===== config.mk =====
export PLATFORM = sky130hd
export DESIGN_NAME = vfilter_mul_scheduler_flat
export DESIGN_NICKNAME = d
export VERILOG_FILES = /design/src/rtl/vfilter_mul_scheduler_if.sv /design/src/rtl/vfilter_mul_scheduler.sv /design/src/flat_wrapper.sv
export SDC_FILE = /design/constraint.sdc
export NUM_CORES = 1
export LEC_CHECK = 0
export CORE_MARGIN = 2
export CORE_UTILIZATION = 48
export CTS_CLUSTER_DIAMETER = 200
export DETAILED_ROUTE_END_ITERATION = 6
export PLACE_DENSITY = 0.76
export SLEW_MARGIN = 20
export SYNTH_ARGS = -nofsm -noshare
export SYNTH_HDL_FRONTEND = slang
export SYNTH_SLANG_ARGS = --single-unit

===== constraint.sdc =====
create_clock -name clk -period 3.8 [get_ports clk]
set_input_delay 0.76 -clock clk [delete_from_list [all_inputs] [get_ports clk]]
set_output_delay 0.76 -clock clk [all_outputs]
set_load 0.005 [all_outputs]

===== src/rtl/vfilter_mul_scheduler_if.sv =====
// Handshake bundle for the vertical-filter multiply scheduler.
// slave: scheduler side. master: requesters, shared unit and consumer.
//   req_valid/req_data/req_ready : per-requester operand handshake
//   mul_a/mul_valid/mul_res      : shared multiply unit
//   rsp_valid/rsp_ready/rsp_data/rsp_tag : response stream
//   busy                         : ops outstanding
interface vfilter_mul_scheduler_if #(
  parameter int N_REQ = 4,
  parameter int DW    = 24,
  parameter int RW    = 25,
  parameter int TW    = $clog2(N_REQ)
);
  logic [N_REQ-1:0]    req_valid;
  logic [N_REQ*DW-1:0] req_data;
  logic [N_REQ-1:0]    req_ready;
  logic [DW-1:0]       mul_a;
  logic                mul_valid;
  logic [RW-1:0]       mul_res;
  logic                rsp_valid;
  logic                rsp_ready;
  logic [RW-1:0]       rsp_data;
  logic [TW-1:0]       rsp_tag;
  logic                busy;

  modport slave (
    input  req_valid,
    input  req_data,
    input  mul_res,
    input  rsp_ready,
    output req_ready,
    output mul_a,
    output mul_valid,
    output rsp_valid,
    output rsp_data,
    output rsp_tag,
    output busy
  );

  modport master (
    output req_valid,
    output req_data,
    output mul_res,
    output rsp_ready,
    input  req_ready,
    input  mul_a,
    input  mul_valid,
    input  rsp_valid,
    input  rsp_data,
    input  rsp_tag,
    input  busy
  );
endinterface


===== src/rtl/vfilter_mul_scheduler.sv =====
// Shares one constant-multiply unit among N_REQ requesters.
// Ports: clk, rst (async, active-high), bus (slave modport):
//   round-robin grant on req_*, registered issue on mul_a/
//   mul_valid, result capture from mul_res MUL_LAT cycles
//   later into a credit-protected FIFO drained on rsp_*.
module vfilter_mul_scheduler #(
  parameter int N_REQ      = 4,
  parameter int DW         = 24,
  parameter int RW         = 25,
  parameter int MUL_LAT    = 2,
  parameter int FIFO_DEPTH = 4
) (
  input logic                   clk,
  input logic                   rst,
  vfilter_mul_scheduler_if.slave bus
);
  localparam int TW = $clog2(N_REQ);
  localparam int CW = $clog2(FIFO_DEPTH + 1);
  localparam int AW = (FIFO_DEPTH > 1) ?
                      $clog2(FIFO_DEPTH) : 1;

  logic [TW-1:0] ptr;
  logic [TW-1:0] gnt_idx;
  logic          gnt_any;
  logic          credit_ok;
  logic          xfer;
  logic [DW-1:0] sel;

  logic [CW-1:0] outstanding;

  logic          iss_valid;
  logic [DW-1:0] iss_a;
  logic [TW-1:0] iss_tag;

  logic [MUL_LAT-1:0] tp_v;
  logic [TW-1:0]      tp_tag [MUL_LAT];
  logic               wr;
  logic [TW-1:0]      wr_tag;

  logic [RW-1:0] f_data [FIFO_DEPTH];
  logic [TW-1:0] f_tag  [FIFO_DEPTH];
  logic [AW-1:0] wp;
  logic [AW-1:0] rp;
  logic [CW-1:0] cnt;
  logic          f_nempty;
  logic          rd;

  // Search starts at ptr; TW-bit add wraps mod N_REQ.
  always_comb begin
    gnt_any = 1'b0;
    gnt_idx = ptr;
    for (int k = 0; k < N_REQ; k++) begin
      if (!gnt_any &&
          bus.req_valid[ptr + TW'(k)]) begin
        gnt_any = 1'b1;
        gnt_idx = ptr + TW'(k);
      end
    end
  end

  always_comb begin
    sel = '0;
    for (int i = 0; i < N_REQ; i++) begin
      if (gnt_idx == TW'(i)) begin
        sel = bus.req_data[i*DW +: DW];
      end
    end
  end

  // No lookahead on a same-cycle pop.
  assign credit_ok = outstanding < CW'(FIFO_DEPTH);
  assign xfer      = gnt_any && credit_ok;

  always_comb begin
    bus.req_ready = '0;
    if (xfer) begin
      bus.req_ready[gnt_idx] = 1'b1;
    end
  end

  always_ff @(posedge clk or posedge rst) begin
    if (rst) begin
      ptr       <= '0;
      iss_valid <= 1'b0;
      iss_a     <= '0;
      iss_tag   <= '0;
    end else begin
      iss_valid <= xfer;
      if (xfer) begin
        ptr     <= gnt_idx + TW'(1);
        iss_a   <= sel;
        iss_tag <= gnt_idx;
      end
    end
  end

  assign bus.mul_valid = iss_valid;
  assign bus.mul_a     = iss_a;

  // Stage 0 follows the issue register, so the last stage
  // lines up with mul_res MUL_LAT cycles after mul_valid.
  always_ff @(posedge clk or posedge rst) begin
    if (rst) begin
      tp_v <= '0;
      for (int i = 0; i < MUL_LAT; i++) begin
        tp_tag[i] <= '0;
      end
    end else begin
      tp_v[0]   <= iss_valid;
      tp_tag[0] <= iss_tag;
      for (int i = 1; i < MUL_LAT; i++) begin
        tp_v[i]   <= tp_v[i-1];
        tp_tag[i] <= tp_tag[i-1];
      end
    end
  end

  assign wr     = tp_v[MUL_LAT-1];
  assign wr_tag = tp_tag[MUL_LAT-1];

  function automatic logic [AW-1:0] nxt(
    input logic [AW-1:0] p
  );
    return (p == AW'(FIFO_DEPTH - 1)) ?
           '0 : p + AW'(1);
  endfunction

  assign f_nempty = cnt != '0;
  assign rd       = f_nempty && bus.rsp_ready;

  always_ff @(posedge clk or posedge rst) begin
    if (rst) begin
      wp  <= '0;
      rp  <= '0;
      cnt <= '0;
    end else begin
      if (wr) begin
        wp <= nxt(wp);
      end
      if (rd) begin
        rp <= nxt(rp);
      end
      unique case ({wr, rd})
        2'b10:   cnt <= cnt + CW'(1);
        2'b01:   cnt <= cnt - CW'(1);
        default: cnt <= cnt;
      endcase
    end
  end

  // Storage needs no reset: cnt gates every read.
  always_ff @(posedge clk) begin
    if (wr) begin
      f_data[wp] <= bus.mul_res;
      f_tag[wp]  <= wr_tag;
    end
  end

  assign bus.rsp_valid = f_nempty;
  assign bus.rsp_data  = f_data[rp];
  assign bus.rsp_tag   = f_tag[rp];

  always_ff @(posedge clk or posedge rst) begin
    if (rst) begin
      outstanding <= '0;
    end else begin
      unique case ({xfer, rd})
        2'b10:   outstanding <= outstanding + CW'(1);
        2'b01:   outstanding <= outstanding - CW'(1);
        default: outstanding <= outstanding;
      endcase
    end
  end

  assign bus.busy = outstanding != '0;

  // Credits bound in-flight ops to the free FIFO slots.
  a_no_overflow : assert property (
    @(posedge clk) disable iff (rst)
    !(wr && cnt == CW'(FIFO_DEPTH))
  );

endmodule

===== src/flat_wrapper.sv =====
// flat-port wrapper written by rule: the top's interface ports become plain ports
module vfilter_mul_scheduler_flat 
#(
  parameter int N_REQ      = 4,
  parameter int DW         = 24,
  parameter int RW         = 25,
  parameter int MUL_LAT    = 2,
  parameter int FIFO_DEPTH = 4
)
  (clk, rst, bus_req_valid, bus_req_data, bus_mul_res, bus_rsp_ready, bus_req_ready, bus_mul_a, bus_mul_valid, bus_rsp_valid, bus_rsp_data, bus_rsp_tag, bus_busy);
  vfilter_mul_scheduler_if #(.N_REQ(N_REQ), .DW(DW), .RW(RW)) bus_i ();
  input logic clk;
  input logic rst;
  input wire logic [$bits(bus_i.req_valid)-1:0] bus_req_valid;
  input wire logic [$bits(bus_i.req_data)-1:0] bus_req_data;
  input wire logic [$bits(bus_i.mul_res)-1:0] bus_mul_res;
  input wire logic [$bits(bus_i.rsp_ready)-1:0] bus_rsp_ready;
  output wire logic [$bits(bus_i.req_ready)-1:0] bus_req_ready;
  output wire logic [$bits(bus_i.mul_a)-1:0] bus_mul_a;
  output wire logic [$bits(bus_i.mul_valid)-1:0] bus_mul_valid;
  output wire logic [$bits(bus_i.rsp_valid)-1:0] bus_rsp_valid;
  output wire logic [$bits(bus_i.rsp_data)-1:0] bus_rsp_data;
  output wire logic [$bits(bus_i.rsp_tag)-1:0] bus_rsp_tag;
  output wire logic [$bits(bus_i.busy)-1:0] bus_busy;
  assign bus_i.req_valid = bus_req_valid;
  assign bus_i.req_data = bus_req_data;
  assign bus_i.mul_res = bus_mul_res;
  assign bus_i.rsp_ready = bus_rsp_ready;
  assign bus_req_ready = bus_i.req_ready;
  assign bus_mul_a = bus_i.mul_a;
  assign bus_mul_valid = bus_i.mul_valid;
  assign bus_rsp_valid = bus_i.rsp_valid;
  assign bus_rsp_data = bus_i.rsp_data;
  assign bus_rsp_tag = bus_i.rsp_tag;
  assign bus_busy = bus_i.busy;
  vfilter_mul_scheduler #(.N_REQ(N_REQ), .DW(DW), .RW(RW), .MUL_LAT(MUL_LAT), .FIFO_DEPTH(FIFO_DEPTH)) u_core (.clk(clk), .rst(rst), .bus(bus_i));
endmodule

* Yosys cells after proc, flatten, opt, wreduce, memory -nomap -nowiden
Memories as Yosys holds them, arrays and structs flattened.
Cells that the tools add are included.
** Word-level totals
- Register bits :: 45
- RAM bits :: 108
- Bits of input ports :: 128
- Output and inout port bits :: 58
- Memories :: 2
** Operators by class
- $add $sub $neg :: 10
- $lt $le $gt $ge :: 7
- Equality and inequality tests :: 9
- Mux-type cells :: 28
- Reductions and logical operators :: 14
** Memory list
- u_core.f_data :: words 4, bits a word 25, read ports 1, clocked after Yosys merged registers in 0, write ports 1, line vfilter_mul_scheduler.sv:40 : logic [RW-1:0] f_data [FIFO_DEPTH];
- u_core.f_tag :: words 4, bits a word 2, read ports 1, clocked after Yosys merged registers in 0, write ports 1, line vfilter_mul_scheduler.sv:41 : logic [TW-1:0] f_tag [FIFO_DEPTH];
** Operators by type and width (count)
- 24-bit two-way mux :: 4
- 2-bit by 3-bit < comparator with 1-bit output, second input constant :: 5
- 2-bit equality test, second input constant :: 6
- 3-bit case mux with 2 select lines :: 2
- 1-bit two-way mux :: 11
- 2-bit two-way mux :: 5
- 2-bit by 1-bit adder with 2-bit output, second input constant :: 4
- 1-bit binary-select mux with 2-bit select :: 4
- 3-bit by 1-bit adder with 3-bit output, second input constant :: 2
- 2-bit by 1-bit equality test with 1-bit output, second input constant :: 3
- 1-bit logical AND :: 6
- 3-bit nonzero test :: 2
- 3-bit by 1-bit subtractor with 3-bit output, second input constant :: 2
- 2-bit adder, second input constant :: 2
- 4-bit two-way mux :: 1
- 2-bit nonzero test :: 2
- 1-bit logical NOT :: 3
- 3-bit < comparator, second input constant :: 1
- 1-bit demux with 2-bit select :: 1
- 2-bit by 1-bit >= comparator with 1-bit output, second input constant :: 1
- 2-bit logical NOT :: 1

* Longest topological paths before layout
Gate-level depths: netlist (run 1).
- Depth after elaboration :: 17
- Gate-level depth with buffers :: 9
- Depth with buffers taken out :: 9

* Worst setup path after synthesis (run 1)
Ideal clock, no wire load.
- Path type :: in2out
- From :: input bus_req_valid[0]
- To :: output bus_req_ready[2]
- Arrival time :: 2.443 ns
- Required time :: 3.040 ns
- Slack :: 0.597 ns
- Stages :: 7
- Path buffers :: 2
- Cells stage by stage :: nor2b_1 -> or4_1 -> nand2_1 -> ha_1 -> clkbuf_1 -> clkbuf_1 -> and3_1
** On the way
- Word-level cells in the longest chain between the ends :: 17
- Elaborated cells between the ends (all ways) :: 28
- Classes of those cells :: order compare (2); mux (18); reduce/logical (8)
** RTL lines
- start, declared :: line flat_wrapper.sv:14 : input wire logic [$bits(bus_i.req_valid)-1:0] bus_req_valid;
- 1-bit binary-select mux with 2-bit select :: line vfilter_mul_scheduler.sv:54 : bus.req_valid[ptr + TW'(k)]) begin
- 1-bit two-way mux (not written as such) :: line vfilter_mul_scheduler.sv:54
- 1-bit two-way mux :: line vfilter_mul_scheduler.sv:53 : if (!gnt_any &&
- 1-bit logical NOT :: line vfilter_mul_scheduler.sv:53
- 1-bit logical AND :: line vfilter_mul_scheduler.sv:53
- 1-bit two-way mux :: line vfilter_mul_scheduler.sv:53
- 1-bit logical NOT :: line vfilter_mul_scheduler.sv:53
- 1-bit logical AND :: line vfilter_mul_scheduler.sv:53
- [2 not listed]
- 1-bit logical AND :: line vfilter_mul_scheduler.sv:53
- 2-bit two-way mux (*) :: line vfilter_mul_scheduler.sv:53
- net u_core.gnt_idx[1] :: line vfilter_mul_scheduler.sv:23 : logic [TW-1:0] gnt_idx;
- 2-bit by 3-bit < comparator with 1-bit output (not written as such) / 2-bit by 1-bit >= comparator with 1-bit output (equally long branches) :: line vfilter_mul_scheduler.sv:77 : bus.req_ready[gnt_idx] = 1'b1;
- 1-bit logical AND (not written as such) :: line vfilter_mul_scheduler.sv:77
- 1-bit two-way mux (not written as such) :: line vfilter_mul_scheduler.sv:77
- 1-bit demux with 2-bit select (*)
- 4-bit two-way mux (*) :: line vfilter_mul_scheduler.sv:76 : if (xfer) begin
- end, declared :: line flat_wrapper.sv:18 : output wire logic [$bits(bus_i.req_ready)-1:0] bus_req_ready;
Mark *: on every way through the listed nets, which the timed path passes. The rest lies on a longest branch. The select of a mux whose other input is x is not followed.

* Worst setup path after layout (run 1)
- From :: input bus_req_valid[0]
- To :: output bus_req_ready[1]
** On the way
- Word-level cells in the longest chain between the ends :: 17
- Elaborated cells between the ends (all ways) :: 28
- Classes of those cells :: order compare (2); mux (18); reduce/logical (8)
** RTL lines (line)
- 1-bit binary-select mux with 2-bit select :: vfilter_mul_scheduler.sv:54
- 1-bit two-way mux (not written as such) :: vfilter_mul_scheduler.sv:54
- 1-bit two-way mux :: vfilter_mul_scheduler.sv:53
- 1-bit logical NOT :: vfilter_mul_scheduler.sv:53
- 1-bit logical AND :: vfilter_mul_scheduler.sv:53
- 1-bit two-way mux :: vfilter_mul_scheduler.sv:53
- 1-bit logical NOT :: vfilter_mul_scheduler.sv:53
- 1-bit logical AND :: vfilter_mul_scheduler.sv:53
- 1-bit two-way mux :: vfilter_mul_scheduler.sv:53
- 1-bit logical NOT :: vfilter_mul_scheduler.sv:53
- 1-bit logical AND :: vfilter_mul_scheduler.sv:53
- 2-bit two-way mux :: vfilter_mul_scheduler.sv:53
- 2-bit by 3-bit < comparator with 1-bit output (not written as such) / 2-bit by 1-bit >= comparator with 1-bit output (equally long branches) :: vfilter_mul_scheduler.sv:77
- 1-bit logical AND (not written as such) :: vfilter_mul_scheduler.sv:77
- 1-bit two-way mux (not written as such) :: vfilter_mul_scheduler.sv:77
- 1-bit demux with 2-bit select
- 4-bit two-way mux (*) :: vfilter_mul_scheduler.sv:76
Every way passes the cells marked *; elsewhere a longest branch is shown, timed or not. The select of a mux whose other input is x is not followed.

==> metrics.md, run 1 <==
| Metric | Value |
|---|---|
| Tot GR Track Use | 21.22% |
| Clock Root Buffer | clkbuf_16 |
| Minimum clock period | 3671 ps |
| Final net count | 787 |
| Half-perimeter wire length after placement | 10660 um |
| Buffers on Ports | 185 |
| GP Congestion | between 0.8 and 0.9 |
| Ys flop type | edfxtp_1 |
| Slew Limit Fails | 0 |
| Final ANT Viol Nets | 0 |
| Clock latency on the worst-skew pair | slightly above 400 ps |
| N_diodes | 0 |
| # setup viols final | 0 |
| Initial antenna violation count | 0 |
| Most frequent cells in the layout | clkdlybuf4s50_1, edfxtp_1, a21oi_1 |
| # DRC | 0 |
| CTS tree | built |
| Die ar. | about 15000 um^2 |
| Syn. warnings | 0 |
| Core Area | around 14000 um^2 |
| Clk pin slew, worst setup/hold paths | 60 ps |
| Pwr Density | a little under 800 nW/um^2 |
| Lkg Pwr | ~3.4 nW |
| Syn-to-layout area delta | 39.14% |
| Max Cap Viol | 0 |
| Grt total ovfl | 0 |
| Final hold viol count | 0 |
| Wire per inst | 18.49 um |
| Cell Area, Placed | just under 9000 um^2 |
| Metal3 WL | 1329 um |
| Crit. End Element | output pin |
| Slew headroom | 45.68% |
| DR iter-0 viols | around 330 |
| First-pass GRT wire length | 23780 um |
| Fmax | 0.2724 GHz |
| Total power | 7.309 mW |
| # rows | 43 |
| Htree depth | 4 |
| Die X | 122.3 um |
| Pre-antenna DRT Iters | 5 |
| Die H | 122.3 um |
| WL final | 15510 um |
| Synth Area per Inst | 14.53 um^2 |
| Largest net degree at the start of global routing | 49 |
| Setup repair bufs after CTS | 0 |
| Met2 WL | 7783 um |
| Register bit total from synthesis | approximately 150 |
| TritonCTS buffer count | 17 |
| Flop-to-flop setup slack | 1220 ps |
| Final Cell Area | 9340 um^2 |
| Netlist area before placement | 6713 um^2 |
| WL met1 | 6172 um |
| Vias per inst | 5.464 |
| Core Util, Final | 67.81% |
| Mapped Cells | about 460 |
| Synth unique cells | 37 |
| Critical Path AT | just under 3000 ps |
| Final worst path period share | a little over nine tenths |
| Commonest non-fill, non-tap cell in the layout | clkdlybuf4s50_1 |
| Critical path class | in2out |
| Top sig layer | met4 |
| Crit path max fanout | 5 |
| Ys async rst share | 29.41% |
| Final setup TNS | 0 ps |
| Clock buffer depth | 2 |
| EDFF count, synth | between 100 and 150 |
| Initial core utilization | 48.74% |
| Share of layout cells above drive strength 1 | 11.84% |
| Least-Margin Pin Slew | 814.8 ps |
| Unrepaired setup endpoints after global routing | no |
| DR vias | 4584 |
| CP Launch Type | primary input |
| Max IR drop VDD | between 0.3 and 0.4 mV |
| WP data required | 3040 ps |
| Ports | 186 |
| Status | finished clean |
| Worst min-delay path category | reg2reg |
| Clock sinks | 153 |
| Synthesized Nets | 603 |
| Register area share after synthesis | between 60% and 70% |
| Number of global-route vias before repair | 4696 |
| Clk_skew | 9.441 ps |
==> where the power goes <==
group	leakage, nW	total (mW)	switching, mW	internal, mW
clock network	0.276	1.68	0.694	0.987
logic	1.64	2.95	1.32	1.62
registers	1.51	2.68	0.299	2.38
==> worst paths after layout <==
kind,from,endpoint,depth (start not counted)
min in group asynchronous,rst,u_core.bus.mul_a[7],2
min reg2reg,u_core.tp_tag[3],u_core.wr_tag[1],0
max reg2reg,u_core.ptr[1],u_core.bus.mul_a[7],8
max in group asynchronous,rst,u_core.rp[0],2
max,bus_req_valid[0],bus_req_ready[1],7
min,u_core.tp_tag[3],u_core.wr_tag[1],0
==> cells by family (layout without fill, tap and decap cells) <==
group / after synthesis / in the layout / synth area share, %
flip-flops: 153 / 153 / 65.09
XOR/XNOR: 6 / 6 / 0.7830
AND/OR/NAND/NOR: 78 / 78 / 6.579
multiplexers: 32 / 32 / 9.860
adder cells (fa/ha/maj): 13 / 13 / 2.647
AO/OA/AOI/OAI: 109 / 109 / 10.66
buffers and inverters: 71 / 268 / 4.380
==> stage by stage <==
| stage | setup WS [ps] | instances | hold slack (ps) |
|---|---|---|---|
| 6_report | 129.5 | 839 | 350.9 |
| 5_1_grt | 47.65 | 839 | 365.1 |
| 4_1_cts | 90.03 | 839 | 354.9 |
| 3_5_place_dp | 90.77 | 807 | 340.3 |
| 3_3_place_gp | 146.6 | 807 | 337.8 |
| 2_1_floorplan | 597.3 | 462 | 331.2 |
==> per-layer routing <==
metal	up-vias	track usage [%]
li1	2130	-
met1	2238	25.47
met2	202	36.32
met3	14	7.296
met4	0	6.322
met5	-	0
==> worst max-delay path: stages <==
cell and delay, ps:
clkdlybuf4s50_1 450, nor2b_1 150, or4_1 560, and2_1 190
ha_1 190, and3_1 160, clkdlybuf4s50_1 430
==> timing repair <==
| action | 4_1_cts | 5_1_grt |
|---|---|---|
| hold buffers | 0 | 0 |
| resized for setup | 0 | 1 |
| endpoints found under the hold margin | 0 | 0 |
| setup endpoints to repair | 0 | 1 |
==> synth_stat cells (5+ instances only) <==
cell type / n / area [um^2]
nand2_1: 27 / 101.4
edfxtp_1: 108 / 3243
nand3b_1: 24 / 180.2
mux4_2: 27 / 608.1
and3_1: 5 / 31.28
and2_1: 5 / 31.28
dfrtp_1: 45 / 1126
a31oi_1: 25 / 156.4
ha_1: 11 / 137.6
a21oi_1: 50 / 250.2
inv_1: 35 / 131.4
clkbuf_1: 26 / 97.59
a221o_1: 24 / 240.2
==> flip-flops by register name, summed over array words and instances, names as in the netlist <==
name and flops:
u_core.bus.mul_valid 1, u_core.tp_v 2, u_core.rp 2, u_core.iss_tag 2
u_core.wp 2, u_core.bus.mul_a 24, u_core.f_tag 8, u_core.cnt 3
u_core.ptr 2, u_core.tp_tag 2, u_core.wr_tag 2, u_core.f_data 100
u_core.outstanding 3
==> final cells by class <==
cell class | count | area (um^2)
Multi-Input combinational cell | 238 | 2049
Sequential cell | 153 | 4370
Inverter | 37 | 140.1
Clock inverter | 14 | 166.4
Clock buffer | 18 | 429.2
Tap cell | 180 | 225.2
Timing Repair Buffer | 199 | 1959
Fill cell | 977 | 4433
No activity file was read; power rests on OpenSTA's default activity.
==> inputs of run 2 (changes only) <==
--- a/config.mk
+++ b/config.mk
@@ -6,10 +6,10 @@
 export NUM_CORES = 1
 export LEC_CHECK = 0
 export CORE_MARGIN = 2
-export CORE_UTILIZATION = 48
+export CORE_UTILIZATION = 44
 export CTS_CLUSTER_DIAMETER = 200
 export DETAILED_ROUTE_END_ITERATION = 6
-export PLACE_DENSITY = 0.76
+export PLACE_DENSITY = 0.73
 export SLEW_MARGIN = 20
 export SYNTH_ARGS = -nofsm -noshare
 export SYNTH_HDL_FRONTEND = slang
==> constraint.sdc (replaced) <==
create_clock -name clk -period 3.1 [get_ports clk]
set_input_delay 0.62 -clock clk [delete_from_list [all_inputs] [get_ports clk]]
set_output_delay 0.62 -clock clk [all_outputs]
set_load 0.005 [all_outputs]
==> run 2 against run 1 <==
Via count rose by 0.72%. Clock skew fell by 2.1 ps. Largest power group unchanged. Cell count rose by 2.4%.
==> metrics.md, run 2 (same netlist as run 1, synthesis figures left out) <==
| Metric | Value |
|---|---|
| Status | finished clean |
| Final hold viol count | 0 (unchanged) |
| Slowest cell on the critical path | or4_4 |
| Cell Chain, Critical Path | clkdlybuf4s50_1, or4_4, and2_4, ha_1, and3_1, dlygate4sd2_1 |
| Most Crowded Layer GR | met2 |
| Final setup margin | 92.07 ps (-37.42 ps) |
| Met2 GRT Util | 33.72% (-2.6 points) |
| Wire per inst | 18.09 um (-2.1%) |
| Grt total ovfl | 0 (unchanged) |
| # setup viols final | 0 (unchanged) |
| DR vias | 4617 (+0.72%) |
| Comb pwr share | 41.8% (+1.5 points) |
| Clock Power Share | 22.9% (about the same) |
| Die ar. | 16260 um^2 (+8.8%) |
| DR iter-0 viols | 249 (-25%) |
| Share of layout cells above drive strength 1 | 13.41% (+1.6 points) |
| Final ANT Viol Nets | 0 (unchanged) |
| Switching power | 2.779 mW (+20%) |
| Worst min-delay path category | reg2reg |
| Clock buffer depth | 2 (unchanged) |
| R2R cell count | 8 (unchanged) |
| Minimum clock period | 3008 ps |
| DP Worst Slack | -280.4 ps (-371.2 ps) |
| Biggest register | u_core.f_data |
| Reg-to-reg endpoint | u_core.bus.mul_a[8] |
| HP Start | u_core.tp_tag[3] |
| Unrepaired setup endpoints after global routing | no |
| Fillers | 1107 (+13%) |
| Clock latency on the worst-skew pair | 420 ps (about the same) |
| Grt met3 use | 6.784% (-0.51 points) |
| Commonest non-fill, non-tap cell in the layout | clkdlybuf4s50_1 |
| Max IR drop VDD | 0.4366 mV (+21%) |
| Htree depth | 4 (unchanged) |
| Clock Root Buffer | clkbuf_16 |
| Final worst path period share | 97.03% |
| Final setup TNS | 0 ps (unchanged) |
| Hold_buf cts | 0 (unchanged) |
| Clk_skew | 7.315 ps (-2.126 ps) |
| N_diodes | 0 (unchanged) |
| GP Congestion | 0.8181 (+0.31%) |
| Net Sw Frac | 30.57% (-1.1 points) |
| Critical path class | in2out |
| Critical Path AT | 2390 ps (-520 ps) |
| Syn-to-layout area delta | 41.01% |
| Pwr Density | 960.5 nW/um^2 (+23%) |
| Die H | 127.5 um (+4.3%) |
| Worst path top cell family by delay | simple AND/OR/NAND/NOR gates |
| Slew headroom | 37.82% (-7.9 points) |
| Number of global-route vias before repair | 4834 (+2.9%) |
| Fmax | about 0.33 GHz |
| Flop-to-flop setup slack | 480 ps (-740 ps) |
| Buffers on Ports | 185 (unchanged) |
| WL final | 15540 um (+0.19%) |
| Final hold slack | 347.6 ps (-3.332 ps) |
| Final Cell Area | 9465 um^2 (+1.3%) |
| Final cell count without fillers | 859 (+2.4%) |
| Most frequent cells in the layout | clkdlybuf4s50_1, edfxtp_1, a21oi_1 |
| Cell Int Power | 6.312 mW (+26%) |
| Lkg Pwr | 3.518 nW (+2.5%) |
| Max Cap Viol | 0 (unchanged) |
| WP data required | 2480 ps (-560 ps) |
| Initial core utilization | 44.65% (-4.1 points) |
| # DRC | 0 (unchanged) |
| Slew Limit Fails | 0 (unchanged) |
| Final net count | 800 (+1.7%) |
| Max stage delay on crit path | 560 ps (about the same) |
| Total power | 9.091 mW (+24%) |
| CP bufs+invs | 2 (unchanged) |
| Pre-antenna DRT Iters | 5 (unchanged) |
| CTS tree | built |
| Hold Path End | u_core.wr_tag[1] |
| # rows | 45 (+4.7%) |
| Crit. End Element | output pin |
| Vias per inst | 5.375 (-1.6%) |
| Die X | 127.5 um (+4.3%) |
| Core Util, Final | 62.96% (-4.9 points) |
| Clk pin slew, worst setup/hold paths | 50 ps (about the same) |
| Tot GR Track Use | 19.58% (-1.6 points) |
| Cell count after placement | 827 (+2.5%) |
| Largest register FFs | 100 (unchanged) |
| Cell Area, Placed | 8853 um^2 (+1.3%) |
| Clock sinks | 153 (unchanged) |
| Crit path max fanout | 3 (-2) |
| Largest net degree at the start of global routing | 49 (unchanged) |
| Worst r2r src | u_core.ptr[1] |
| Reg power frac | 35.3% (-1.4 points) |
| Least-Margin Pin Slew | 931.4 ps (+116.5 ps) |
| CP Launch Type | primary input |
| Ports | 186 (unchanged) |
| First-pass GRT wire length | 24230 um (+1.9%) |
| Core Area | 15030 um^2 (+9.1%) |
| Half-perimeter wire length after placement | 10630 um (-0.26%) |
| Initial antenna violation count | 0 (unchanged) |
| Worst hold path depth | 0 (unchanged) |
| TritonCTS buffer count | 17 (unchanged) |
| Met1 usage | 22.95% (-2.5 points) |
==> run 2: metal layers <==
metal / part of all wire, % / up-vias
li1: - / 2160
met1: 39 / 2250
met2: 51 / 183
met3: 7.7 / 24
met4: 1.9 / 0
met5: 0 / -
==> run 2: timing repair <==
item / CTS / global route
gates resized for setup: 11 / 4
buffers inserted: 1 / 0
pin swaps: 0 / 1
setup endpoints to repair: 4 / 3
==> run 2: layout make-up <==
type | instances | area, um^2 | area share (%)
well taps | 188 | 235.2 | 2.485
clock inverters | 10 | 151.4 | 1.599
clock buffers | 21 | 440.4 | 4.653
repair buffers | 212 | 2059 | 21.76
inverters | 37 | 138.9 | 1.467
multi-input cells | 238 | 2068 | 21.85
flip-flops and latches | 153 | 4372 | 46.19
==> run 2: worst max-delay path by stage <==
stage                           from                to  cells after the start
floorplan           bus_req_valid[0]  bus_req_ready[2]                      7
global route        bus_req_valid[1]  bus_req_ready[1]                      6
global placement    bus_req_valid[0]  bus_req_ready[0]                      7
finish              bus_req_valid[1]  bus_req_ready[0]                      6
CTS                 bus_req_valid[2]  bus_req_ready[1]                      7
detailed placement  bus_req_valid[3]  bus_req_ready[1]                      7
==> run 2: power by group through the flow <==
stage / sequential, mW / clock (mW) / combinational [mW]
floorplan: 3.17 / 0 / 2.14
global placement: 3.20 / 0 / 3.73
detailed placement: 3.24 / 0 / 3.82
CTS: 3.21 / 2.12 / 3.85
global route: 3.27 / 2.21 / 4.16
finish: 3.21 / 2.08 / 3.80
==> inputs of run 3 (changes only) <==
--- a/config.mk
+++ b/config.mk
@@ -9,6 +9,7 @@
 export CORE_UTILIZATION = 44
 export CTS_CLUSTER_DIAMETER = 200
 export DETAILED_ROUTE_END_ITERATION = 6
+export HOLD_SLACK_MARGIN = 0.06
 export PLACE_DENSITY = 0.73
 export SLEW_MARGIN = 20
 export SYNTH_ARGS = -nofsm -noshare
==> constraint.sdc (replaced) <==
create_clock -name clk -period 3.1 [get_ports clk]
set_input_delay 0.62 -clock clk [delete_from_list [all_inputs] [get_ports clk]]
set_output_delay 0.62 -clock clk [all_outputs]
set_load 0.01 [all_outputs]
==> run 3 against run 2 <==
First-iteration DRC count grew 12%. Sequential share of layout area grew 0.30 points. Clock power shrank 9%. Hold slack is essentially flat. Cell count shrank 0.12%. Design area shrank 0.62%. Count of clock-buffer cells in the layout grew 3. Fmax shrank 1.0%. Register-to-register slack gained 40 ps. Flip-flop and latch count is the same. Critical path type unchanged.
==> metrics.md, run 3 (same netlist as run 1, synthesis figures left out) <==
| Metric | Value |
|---|---|
| Status | finished clean |
| TritonCTS buffer count | 17 (unchanged) |
| Max Cap Viol | 0 (unchanged) |
| R2R cell count | 8 (unchanged) |
| Initial antenna violation count | 0 (unchanged) |
| HP Start | u_core.tp_tag[3] |
| DR vias | 4652 (+0.76%) |
| Reg-to-reg endpoint | u_core.bus.mul_a[6] |
| Grt total ovfl | 0 (unchanged) |
| Slew headroom | 37.99% (+0.17 points) |
| WP data required | 2480 ps (about the same) |
| Hold Path End | u_core.wr_tag[1] |
| Critical Path AT | 2420 ps (+30 ps) |
| Final net count | 798 (-0.25%) |
| Worst min-delay path category | reg2reg |
| Share of layout cells above drive strength 1 | 13.88% (+0.47 points) |
| Clock buffer depth | 2 (unchanged) |
| Least-Margin Pin Slew | 928.8 ps (-2.568 ps) |
| Final hold viol count | 0 (unchanged) |
| # rows | 45 (unchanged) |
| Commonest non-fill, non-tap cell in the layout | clkdlybuf4s50_1 |
| Setup repair bufs after CTS | 0 (-1) |
| WL final | 15360 um (-1.1%) |
| Crit. End Element | output pin |
| # setup viols final | 0 (unchanged) |
| Largest net degree at the start of global routing | 49 (unchanged) |
| Hold_buf cts | 0 (unchanged) |
| First-pass GRT wire length | 24090 um (-0.57%) |
| Final setup margin | 60.99 ps (-31.08 ps) |
| Max stage delay on crit path | 540 ps (-20 ps) |
| Crit path max fanout | 3 (unchanged) |
| Largest register FFs | 100 (unchanged) |
| Final worst path period share | 98.03% (+1.0 points) |
| Die X | 127.5 um (unchanged) |
| Clk_skew | 6.702 ps (-0.6132 ps) |
| Flop-to-flop setup slack | 520 ps (+40 ps) |
| Cell Area, Placed | 8846 um^2 (about the same) |
| Die ar. | 16260 um^2 (unchanged) |
| Unrepaired setup endpoints after global routing | yes |
| Worst r2r src | u_core.ptr[1] |
| Htree depth | 4 (unchanged) |
| Vias per inst | 5.422 (+0.88%) |
| Slowest cell on the critical path | or4_4 |
| Final ANT Viol Nets | 0 (unchanged) |
| Final cell count without fillers | 858 (-0.12%) |
| Core Area | 15030 um^2 (unchanged) |
| Final hold slack | 347.5 ps (-0.04900 ps) |
| Clock latency on the worst-skew pair | 410 ps (about the same) |
| Clk pin slew, worst setup/hold paths | 60 ps (about the same) |
| Minimum clock period | 3039 ps (+31.08 ps) |
| DR iter-0 viols | 279 (+12%) |
| Cell Chain, Critical Path | clkdlybuf4s50_1, nor2b_1, or4_4, nand2_2, ha_2, and3_1, clkdlybuf4s15_1 |
| N_diodes | 0 (unchanged) |
| Clock sinks | 153 (unchanged) |
| Ports | 186 (unchanged) |
| Die H | 127.5 um (unchanged) |
| Tot GR Track Use | 19.32% (-0.25 points) |
| GP Congestion | 0.8270 (+1.1%) |
| # DRC | 0 (unchanged) |
| CTS tree | built |
| Pwr Density | 961.5 nW/um^2 (+0.11%) |
| Final Cell Area | 9407 um^2 (-0.62%) |
| Worst hold path depth | 0 (unchanged) |
| DP Worst Slack | -295.6 ps (-15.14 ps) |
| Total power | 9.045 mW (-0.52%) |
| Most frequent cells in the layout | clkdlybuf4s50_1, edfxtp_1, a21oi_1 |
| Wire per inst | 17.91 um (-1.0%) |
| Half-perimeter wire length after placement | 10600 um (-0.26%) |
| Pre-antenna DRT Iters | 4 (-1) |
| Slew Limit Fails | 0 (unchanged) |
| Buffers on Ports | 185 (unchanged) |
| Initial core utilization | 44.65% (unchanged) |
| Biggest register | u_core.f_data |
| Number of global-route vias before repair | 4892 (+1.2%) |
| Clock Root Buffer | clkbuf_16 |
| Lkg Pwr | 3.479 nW (-1.1%) |
| Syn-to-layout area delta | 40.13% |
| Max IR drop VDD | 0.5350 mV (+23%) |
| Cell count after placement | 826 (-0.12%) |
| Fmax | 0.3291 GHz (-1.0%) |
| CP Launch Type | primary input |
| Critical path class | in2out |
-- run 3: cell types whose count changed in the layout (fill, tap and decap cells not counted), moves of 2 or more --
| cell | delta |
|---|---|
| clkinv_1 | -3 |
| clkinvlp_4 | +2 |
| bufinv_16 | -3 |
| dlygate4sd2_1 | -4 |
| clkbuf_8 | +3 |
| dfrtp_2 | -2 |
| clkbuf_2 | +2 |
| buf_4 | -2 |
| clkinv_2 | +3 |
-- run 3: worst max path at each step --
stage / slack, ps / cells after the start / startpoint / endpoint
2_1_floorplan: 140 / 7 / bus_req_valid[0] / bus_req_ready[2]
3_3_place_gp: -240 / 7 / bus_req_valid[0] / bus_req_ready[0]
3_5_place_dp: -300 / 7 / bus_req_valid[3] / bus_req_ready[0]
4_1_cts: 10 / 7 / bus_req_valid[0] / bus_req_ready[0]
5_1_grt: -10 / 7 / bus_req_valid[0] / bus_req_ready[2]
6_report: 60 / 7 / bus_req_valid[0] / bus_req_ready[2]
-- run 3: cell type report --
cell class	count	area (um^2)
Inverter	37	138.9
Multi-Input combinational cell	238	2067
Clock inverter	8	71.32
Fill cell	1134	5627
Sequential cell	153	4373
Tap cell	188	235.2
Clock buffer	24	481.7
Timing Repair Buffer	210	2039
-- run 3: timing repair --
action / in CTS / in global routing
pin swaps: 0 / 2
gates resized for setup: 11 / 8
endpoints found under the setup margin: 4 / 6
-- run 3: per-stage QoR --
| stage | setup TNS [ps] | utilization (%) |
|---|---|---|
| 2_1_floorplan | 0 | - |
| 3_3_place_gp | -977.7 | 58.84 |
| 3_5_place_dp | -2951 | 58.84 |
| 4_1_cts | 0 | 62.56 |
| 5_1_grt | -14.34 | 62.57 |
| 6_report | 0 | 62.57 |
-- run 3: power by group --
group	total, mW	switching [mW]	internal [mW]
Combinational	3.91	1.87	2.04
Clock	1.90	0.741	1.16
Sequential	3.24	0.310	2.93
-- run 3: worst max-delay path, delay by kind of cell --
| family | cells | cell delay (ps) |
|---|---|---|
| buffers and inverters | 2 | 680 |
| adders and majority gates | 1 | 170 |
| and+or+nand+nor | 4 | 940 |
-- run 3: layer usage --
layer | up-vias | GRT usage (%) | routed length (um)
li1 | 2152 | - | -
met1 | 2278 | 22.81 | 6144
met2 | 199 | 33.31 | 7755
met3 | 23 | 6.281 | 1223
met4 | 0 | 6.787 | 241
met5 | - | 0 | 0
